`src/rtl/imm_gen_pipe.sv`:
```
// RV32I immediate generator with a two-entry (output + skid) elastic buffer.
// Decodes at the input; only the extended immediate and its error flag are stored.
module imm_gen_pipe #(
    parameter int XLEN    = 32,
    parameter bit REG_OUT = 1'b1
) (
    input  logic            clk,
    input  logic            reset,
    input  logic            in_valid,
    output logic            in_ready,
    input  logic [31:0]     instr,
    input  logic [2:0]      immsrc,
    input  logic            flush,
    output logic            out_valid,
    input  logic            out_ready,
    output logic [XLEN-1:0] immext,
    output logic            imm_err
);

    typedef enum logic [1:0] {
        ST_EMPTY = 2'd0,
        ST_ONE   = 2'd1,
        ST_FULL  = 2'd2
    } state_t;

    localparam bit BYPASS = !REG_OUT;

    state_t            state_q, state_d;
    logic              ready_q;
    logic [XLEN-1:0]   out_data_q, out_data_d;
    logic              out_err_q, out_err_d;
    logic [XLEN-1:0]   skid_data_q, skid_data_d;
    logic              skid_err_q, skid_err_d;

    logic [31:0]       imm32;
    logic              dec_err;
    logic [XLEN-1:0]   dec_data;
    logic              accept;
    logic              drain;
    logic              byp_valid;
    logic              unused_instr_bits;

    assign unused_instr_bits = ^instr[6:0];

    // Every format is built as a 32-bit signed value; zero-extended formats
    // have bit 31 clear, so a single sign extension covers all of them.
    always_comb begin
        imm32   = 32'd0;
        dec_err = 1'b0;
        case (immsrc)
            3'b000:  imm32 = {{20{instr[31]}}, instr[31:20]};
            3'b001:  imm32 = {{20{instr[31]}}, instr[31:25], instr[11:7]};
            3'b010:  imm32 = {{19{instr[31]}}, instr[31], instr[7], instr[30:25],
                              instr[11:8], 1'b0};
            3'b011:  imm32 = {instr[31:12], 12'd0};
            3'b100:  imm32 = {{11{instr[31]}}, instr[31], instr[19:12], instr[20],
                              instr[30:21], 1'b0};
            3'b101:  imm32 = (XLEN == 64) ? {26'd0, instr[25:20]}
                                          : {27'd0, instr[24:20]};
            3'b110:  imm32 = {27'd0, instr[19:15]};
            default: begin
                imm32   = 32'd0;
                dec_err = 1'b1;
            end
        endcase
    end

    if (XLEN > 32) begin : g_sext
        assign dec_data = {{(XLEN-32){imm32[31]}}, imm32};
    end else begin : g_nosext
        assign dec_data = imm32;
    end

    assign accept = in_valid && in_ready;
    assign drain  = out_valid && out_ready;

    // State register
    always_ff @(posedge clk or posedge reset) begin
        if (reset) begin
            state_q <= ST_EMPTY;
            ready_q <= 1'b0;
        end else begin
            state_q <= state_d;
            ready_q <= 1'b1;
        end
    end

    // Next-state logic; flush overrides every transfer
    always_comb begin
        state_d = state_q;
        case (state_q)
            ST_EMPTY: if (accept && !(BYPASS && drain)) state_d = ST_ONE;
            ST_ONE: begin
                if (accept && !drain)      state_d = ST_FULL;
                else if (!accept && drain) state_d = ST_EMPTY;
            end
            ST_FULL:  if (drain) state_d = ST_ONE;
            default:  state_d = ST_EMPTY;
        endcase
        if (flush) state_d = ST_EMPTY;
    end

    // Output logic; in_ready depends on registered state only
    always_comb begin
        in_ready  = ready_q && (state_q != ST_FULL);
        byp_valid = BYPASS && (state_q == ST_EMPTY) && in_valid && in_ready && !flush;
        out_valid = (state_q != ST_EMPTY) || byp_valid;
        immext    = out_data_q;
        imm_err   = out_err_q;
        if (byp_valid) begin
            immext  = dec_data;
            imm_err = dec_err;
        end
    end

    // Buffer datapath: the skid entry moves forward on the same edge as a drain
    always_comb begin
        out_data_d  = out_data_q;
        out_err_d   = out_err_q;
        skid_data_d = skid_data_q;
        skid_err_d  = skid_err_q;
        if (!flush) begin
            case (state_q)
                ST_EMPTY: if (accept) begin
                    out_data_d = dec_data;
                    out_err_d  = dec_err;
                end
                ST_ONE: if (accept) begin
                    if (drain) begin
                        out_data_d = dec_data;
                        out_err_d  = dec_err;
                    end else begin
                        skid_data_d = dec_data;
                        skid_err_d  = dec_err;
                    end
                end
                ST_FULL: if (drain) begin
                    out_data_d = skid_data_q;
                    out_err_d  = skid_err_q;
                end
                default: ;
            endcase
        end
    end

    always_ff @(posedge clk or posedge reset) begin
        if (reset) begin
            out_data_q  <= '0;
            out_err_q   <= 1'b0;
            skid_data_q <= '0;
            skid_err_q  <= 1'b0;
        end else begin
            out_data_q  <= out_data_d;
            out_err_q   <= out_err_d;
            skid_data_q <= skid_data_d;
            skid_err_q  <= skid_err_d;
        end
    end

endmodule

```
`config.mk`:
```
export PLATFORM = sky130hd
export DESIGN_NAME = imm_gen_pipe
export DESIGN_NICKNAME = d
export VERILOG_FILES = /design/src/rtl/imm_gen_pipe.sv
export SDC_FILE = /design/constraint.sdc
export NUM_CORES = 1
export LEC_CHECK = 0
export CORE_UTILIZATION = 45
export CTS_BUF_LIST = sky130_fd_sc_hd__clkbuf_4 sky130_fd_sc_hd__clkbuf_8 sky130_fd_sc_hd__clkbuf_16
export DETAILED_ROUTE_END_ITERATION = 7
export MAX_ROUTING_LAYER = met4
export PLACE_DENSITY_LB_ADDON = 0.3
export SYNTH_ARGS = -nofsm -noshare
export SYNTH_HDL_FRONTEND = slang
export SYNTH_SLANG_ARGS = --single-unit
```
`constraint.sdc`:
```
create_clock -name clk -period 5.1 [get_ports clk]
set_input_delay 1.53 -clock clk [delete_from_list [all_inputs] [get_ports clk]]
set_output_delay 1.53 -clock clk [all_outputs]
set_load 0.01 [all_outputs]
```
==> flow_summary.ini, run 1 <==
[status]
status = complete, no violations

[synthesis]
synth.area.mux_share = 0.0350
synth_top_family_by_area = compound AO/OA/AOI/OAI gates
seq_area_frac_synth = 0.474
synthesis.area_um2 = 3640
async_flop_share = 1.00
synth_xor_area_frac = 0
synth-compound-area-share = 0.268
synthSimpleGateAreaFrac = 0.163
synth_warnings = 0
synth_area_per_cell_um2 = 9.04
synth.distinct_cells = 40
synth_edf_count = 0
syn_inst = 403
synthFlopType = dfrtp_1
syn_nets = 443
ys_seq_elements = 69
yosys.area_share.adder = 0.00309

[floorplan]
start_util = 0.469
fp.coreArea_um2 = 7770
io_pins = 75
chipWidth_um = 92.0
dieHeight_um = 92.0
placementRows = 32
die_area_um2 = 8460

[place]
gp_congestion = 0.758
preCtsSetupSlack_ns = 1.27
hpwl_mm = 5.89
io_buffers = 67

[timing]
setup-violations-final = 0
relSlewSlack = 0.527
setup_slack_ns = 1.59
finalCriticalPeriod_ns = 3.51
rsz0062_at_grt = no
max_freq_mhz = 285
fin_crit_sh = 0.688
finClkSkew_ns = 0.00837
hold_viol = 0
fin_setup_tns_ns = 0
slew_viol_final = 0
tightest_slew_ns = 0.709

[clock_tree]
htreeDepth = 3
clock-sinks = 69
cts_buffers = 9
clk_latency_ns = 0.36
postCtsHoldBufs = 0
cts-root-buf = clkbuf_8
cts.clk_slew.worst_paths_ns = 0.08
cts_tree = yes
clock_path_buffers = 2
post_cts_buffers = 0
cts_resized = 0

[drt]
dr.pass1.iters = 5
ant_nets = 0
wl_per_cell_um = 16.0
drtIter0Drc = 197
routed_wl_mm = 8.89
drc_errors = 0
num_vias = 3145
vias_per_cell = 5.65

[min_path]
hold_class = reg2reg

[global_route]
first_global_vias = 2981
grt.overflow.total = 0
grt_util_all_layers = 0.233
grt_pass1_wl_mm = 15.0
grt_max_degree = 66
antenna_found_initial = 0

[setup_path]
worstSetupEndpointType = register
path_cells = clkdlybuf4s50_1, and2_1, and2b_1, a211oi_1, o31ai_1
worstSetupPathType = in2reg
reg2reg_setup_slack_ns = 2.99
slowest_delay_ns = 0.71
worst_setup_path_start_kind = input pin
critPathTopFamily = simple AND/OR/NAND/NOR gates
slowest_stage = clkdlybuf4s50_1
worstPathRequired_ns = 5.36
crit_buf_inv = 1
critPathMaxFanout = 22
arrival_ns = 3.77

[layout]
fillers = 691
drive_gt1_frac = 0.0989
num_antenna_cells = 0
area_delta_synth_final_pct = 25.5
mostFrequentLayoutCell = dfrtp_1
final_cell_mix = dfrtp_1 (69), clkdlybuf4s50_1 (67), nand2_1 (66)
layout.nets = 490

[power_and_ir_drop]
power.density_nw_per_um2 = 346
vdd_drop_max_v = 0.000163
power.leakage_nw = 1.95

[flow_run]
max-cap-violations = 0
[power by group]
group          internal (W)  switching, W  total (W)
combinational      0.000187      0.000162   0.000350
sequential         0.000633     0.0000486   0.000682
clock              0.000330      0.000220   0.000551
[worst register-to-register path: cells and delay by family (launching register included)]
kind | cells | cell delay (ns)
flip-flops | 1 | 0.33
AO/OA/AOI/OAI | 1 | 0.08
AND/OR/NAND/NOR | 3 | 1.13
buffers and inverters | 1 | 0.44
[through the flow]
step	power, W	utilization	cells	hold slack [ns]	cell area [um^2]
2_1_floorplan	0.000873	-	403	0.450	3640
3_3_place_gp	0.00103	0.558	541	0.458	4330
3_5_place_dp	0.00104	0.558	541	0.473	4330
4_1_cts	0.00159	0.589	557	0.490	4580
5_1_grt	0.00166	0.589	557	0.507	4580
6_report	0.00158	0.589	557	0.486	4580
[layer usage]
layer	share of wire	vias to the layer above	wire, um	track usage
li1	-	1524	-	-
met1	0.46	1509	4110	0.313
met2	0.47	97	4200	0.353
met3	0.046	15	407	0.0390
met4	0.019	0	167	0.0964
met5	0	-	0	-
[cell families (layout without fill, tap and decap cells)]
logic type	Yosys count	in the layout
flops	69	69
buf+inv	42	94
mux	12	12
compound gates	146	146
fa+ha+maj	1	1
simple gates	132	132
other cells	1	1
[synth_stat cells (all sizes together), types with 7 or more instances]
library cell | instances | area, um^2
nor2 | 34 | 128
buf | 24 | 136
nand2b | 9 | 56.3
a211oi | 12 | 90.1
a21oi | 44 | 220
nor2b | 7 | 51.3
o221ai | 13 | 114
o31ai | 10 | 120
dfrtp | 69 | 1730
a22o | 10 | 87.6
clkbuf | 15 | 56.3
nand2 | 66 | 248
o21ai | 34 | 170
[state kept, by name, indices dropped and copies added, names as in the netlist]
register	flops
skid_data_q	32
imm_err	1
state_q	2
skid_err_q	1
ready_q	1
immext	32
[cell type report]
type	instances	area [um^2]	share of cell area
Clock buffer	10	131	0.0287
Clock inverter	6	111	0.0243
Inverter	3	11.3	0.00246
Multi-Input combinational cell	292	1740	0.380
Sequential cell	69	1730	0.377
Tap cell	102	128	0.0279
Timing Repair Buffer	75	731	0.160
[final timing paths]
kind | end | from | depth (start not counted)
max | immext[30]$_DFFE_PP0P_ | immsrc[0] | 5
min | skid_data_q[3]$_DFFE_PP0P_ | skid_data_q[3]$_DFFE_PP0P_ | 2
max reg2reg | skid_err_q$_DFFE_PP0P_ | ready_q$_DFF_PP0_ | 5
min reg2reg | skid_data_q[3]$_DFFE_PP0P_ | skid_data_q[3]$_DFFE_PP0P_ | 2
max in group asynchronous | state_q[0]$_DFFE_PP0P_ | reset | 3
min in group asynchronous | immext[14]$_DFFE_PP0P_ | reset | 2
Note: power is estimated with default switching activity, not from simulation.
==> inputs of run 2 (changes only) <==
- clock period: 5.1 -> 2.9 ns (I/O delays scaled with it)
==> flow_summary.ini, run 2 (same netlist as run 1, synthesis figures left out) <==
[setup_path]
crit_buf_inv = 1
worstSetupPathType = reg2out
critPathTopFamily = buffers and inverters
slowest_delay_ns = 0.47
worst_setup_path_start_kind = register
path_cells = nand2b_1, and2_1, clkdlybuf4s50_1
worstSetupEndpointType = output port
slowest_stage = clkdlybuf4s50_1
crit_start = state_q[0]$_DFFE_PP0P_
worstPathRequired_ns = 2.03
critPathMaxFanout = 8
r2r-start = state_q[1]$_DFFE_PP0P_
arrival_ns = 1.62

[power_and_ir_drop]
power.leakage_nw = 2.02
power.density_nw_per_um2 = 593
vdd_drop_max_v = 0.000253
power_w = 0.00279

[floorplan]
start_util = 0.469
io_pins = 75
placementRows = 32
die_area_um2 = 8460
fp.coreArea_um2 = 7770
dieHeight_um = 92.0
chipWidth_um = 92.0

[global_route]
first_global_vias = 2991
grt.overflow.total = 0
antenna_found_initial = 0
grt_max_degree = 62
grt_pass1_wl_mm = 14.5
grt_util_all_layers = 0.226

[clock_tree]
clock_path_buffers = 2
post_cts_buffers = 0
cts_resized = 0
clock-sinks = 69
postCtsHoldBufs = 0
cts_tree = yes
cts-root-buf = clkbuf_8
cts.clk_slew.worst_paths_ns = 0.07
clk_latency_ns = 0.35
cts_buffers = 9
htreeDepth = 3

[timing]
tightest_slew_ns = 0.745
hold_viol = 0
fin_crit_sh = 0.857
relSlewSlack = 0.501
max_freq_mhz = 402
finalCriticalPeriod_ns = 2.49
rsz0062_at_grt = no
slew_viol_final = 0
setup-violations-final = 0
finClkSkew_ns = 0.0127
setup_slack_ns = 0.415
timing.hold.ws_ns = 0.488
fin_setup_tns_ns = 0

[place]
hpwl_mm = 6.07
gp_congestion = 0.830
place_inst = 550
io_buffers = 67
preCtsSetupSlack_ns = 0.134

[layout]
final_cell_mix = dfrtp_1 (69), clkdlybuf4s50_1 (67), nand2_1 (66)
fin_cells = 566
mostFrequentLayoutCell = dfrtp_1
area_delta_synth_final_pct = 29.1
layout.nets = 499
drive_gt1_frac = 0.116
num_antenna_cells = 0

[min_path]
hold_class = reg2reg
min_from = immext[24]$_DFFE_PP0P_

[drt]
drc_errors = 0
dr.pass1.iters = 4
num_vias = 3125
routed_wl_mm = 8.77
wl_per_cell_um = 15.5
drtIter0Drc = 148
vias_per_cell = 5.52
ant_nets = 0

[status]
status = complete, no violations

[flow_run]
max-cap-violations = 0
[run 2: cell types whose count changed in the layout (fill, tap and decap cells not counted), sizes merged]
cell and change:
buf +9
[run 2: final cells by class]
class | count | area, um^2
clock buffer | 10 | 131
clock inverter | 6 | 111
fill | 685 | 3060
inverter | 3 | 11.3
multi-input combinational | 292 | 1740
sequential | 69 | 1730
tap | 102 | 128
timing repair buffer | 84 | 861
[run 2: worst paths after layout]
check	to	slack, ns	depth (start not counted)
setup / recovery	in_ready	0.41	3
hold / removal	immext[24]$_DFFE_PP0P_	0.49	2
setup reg to reg	immext[22]$_DFFE_PP0P_	1.00	4
hold reg to reg	immext[24]$_DFFE_PP0P_	0.49	2
max in group asynchronous	skid_data_q[0]$_DFFE_PP0P_	1.47	3
min in group asynchronous	immext[26]$_DFFE_PP0P_	0.84	2
[run 2: layer usage]
metal	GRT usage	wire, um	up-vias
met5	-	0	-
met4	0.0859	162	0
met3	0.0332	339	17
met2	0.359	4220	81
met1	0.294	4050	1483
li1	-	-	1544
[run 2: tightest hold or removal path: stages (launching register included)]
cell	delay [ns]
dfrtp_1	0.35
nand2_1	0.06
o31ai_2	0.05
[run 2: power by group]
part	internal [W]	total [W]	switching [W]	leakage, nW
sequential	0.00111	0.00120	0.0000841	0.908
combinational	0.000346	0.000634	0.000288	0.997
clock	0.000581	0.000959	0.000379	0.120
[run 2: through the flow]
stage	utilization	cell area (um^2)
after floorplan	-	3640
after global placement	0.575	4460
after detailed placement	0.575	4460
after CTS	0.606	4710
after global routing	0.606	4710
final	0.606	4710
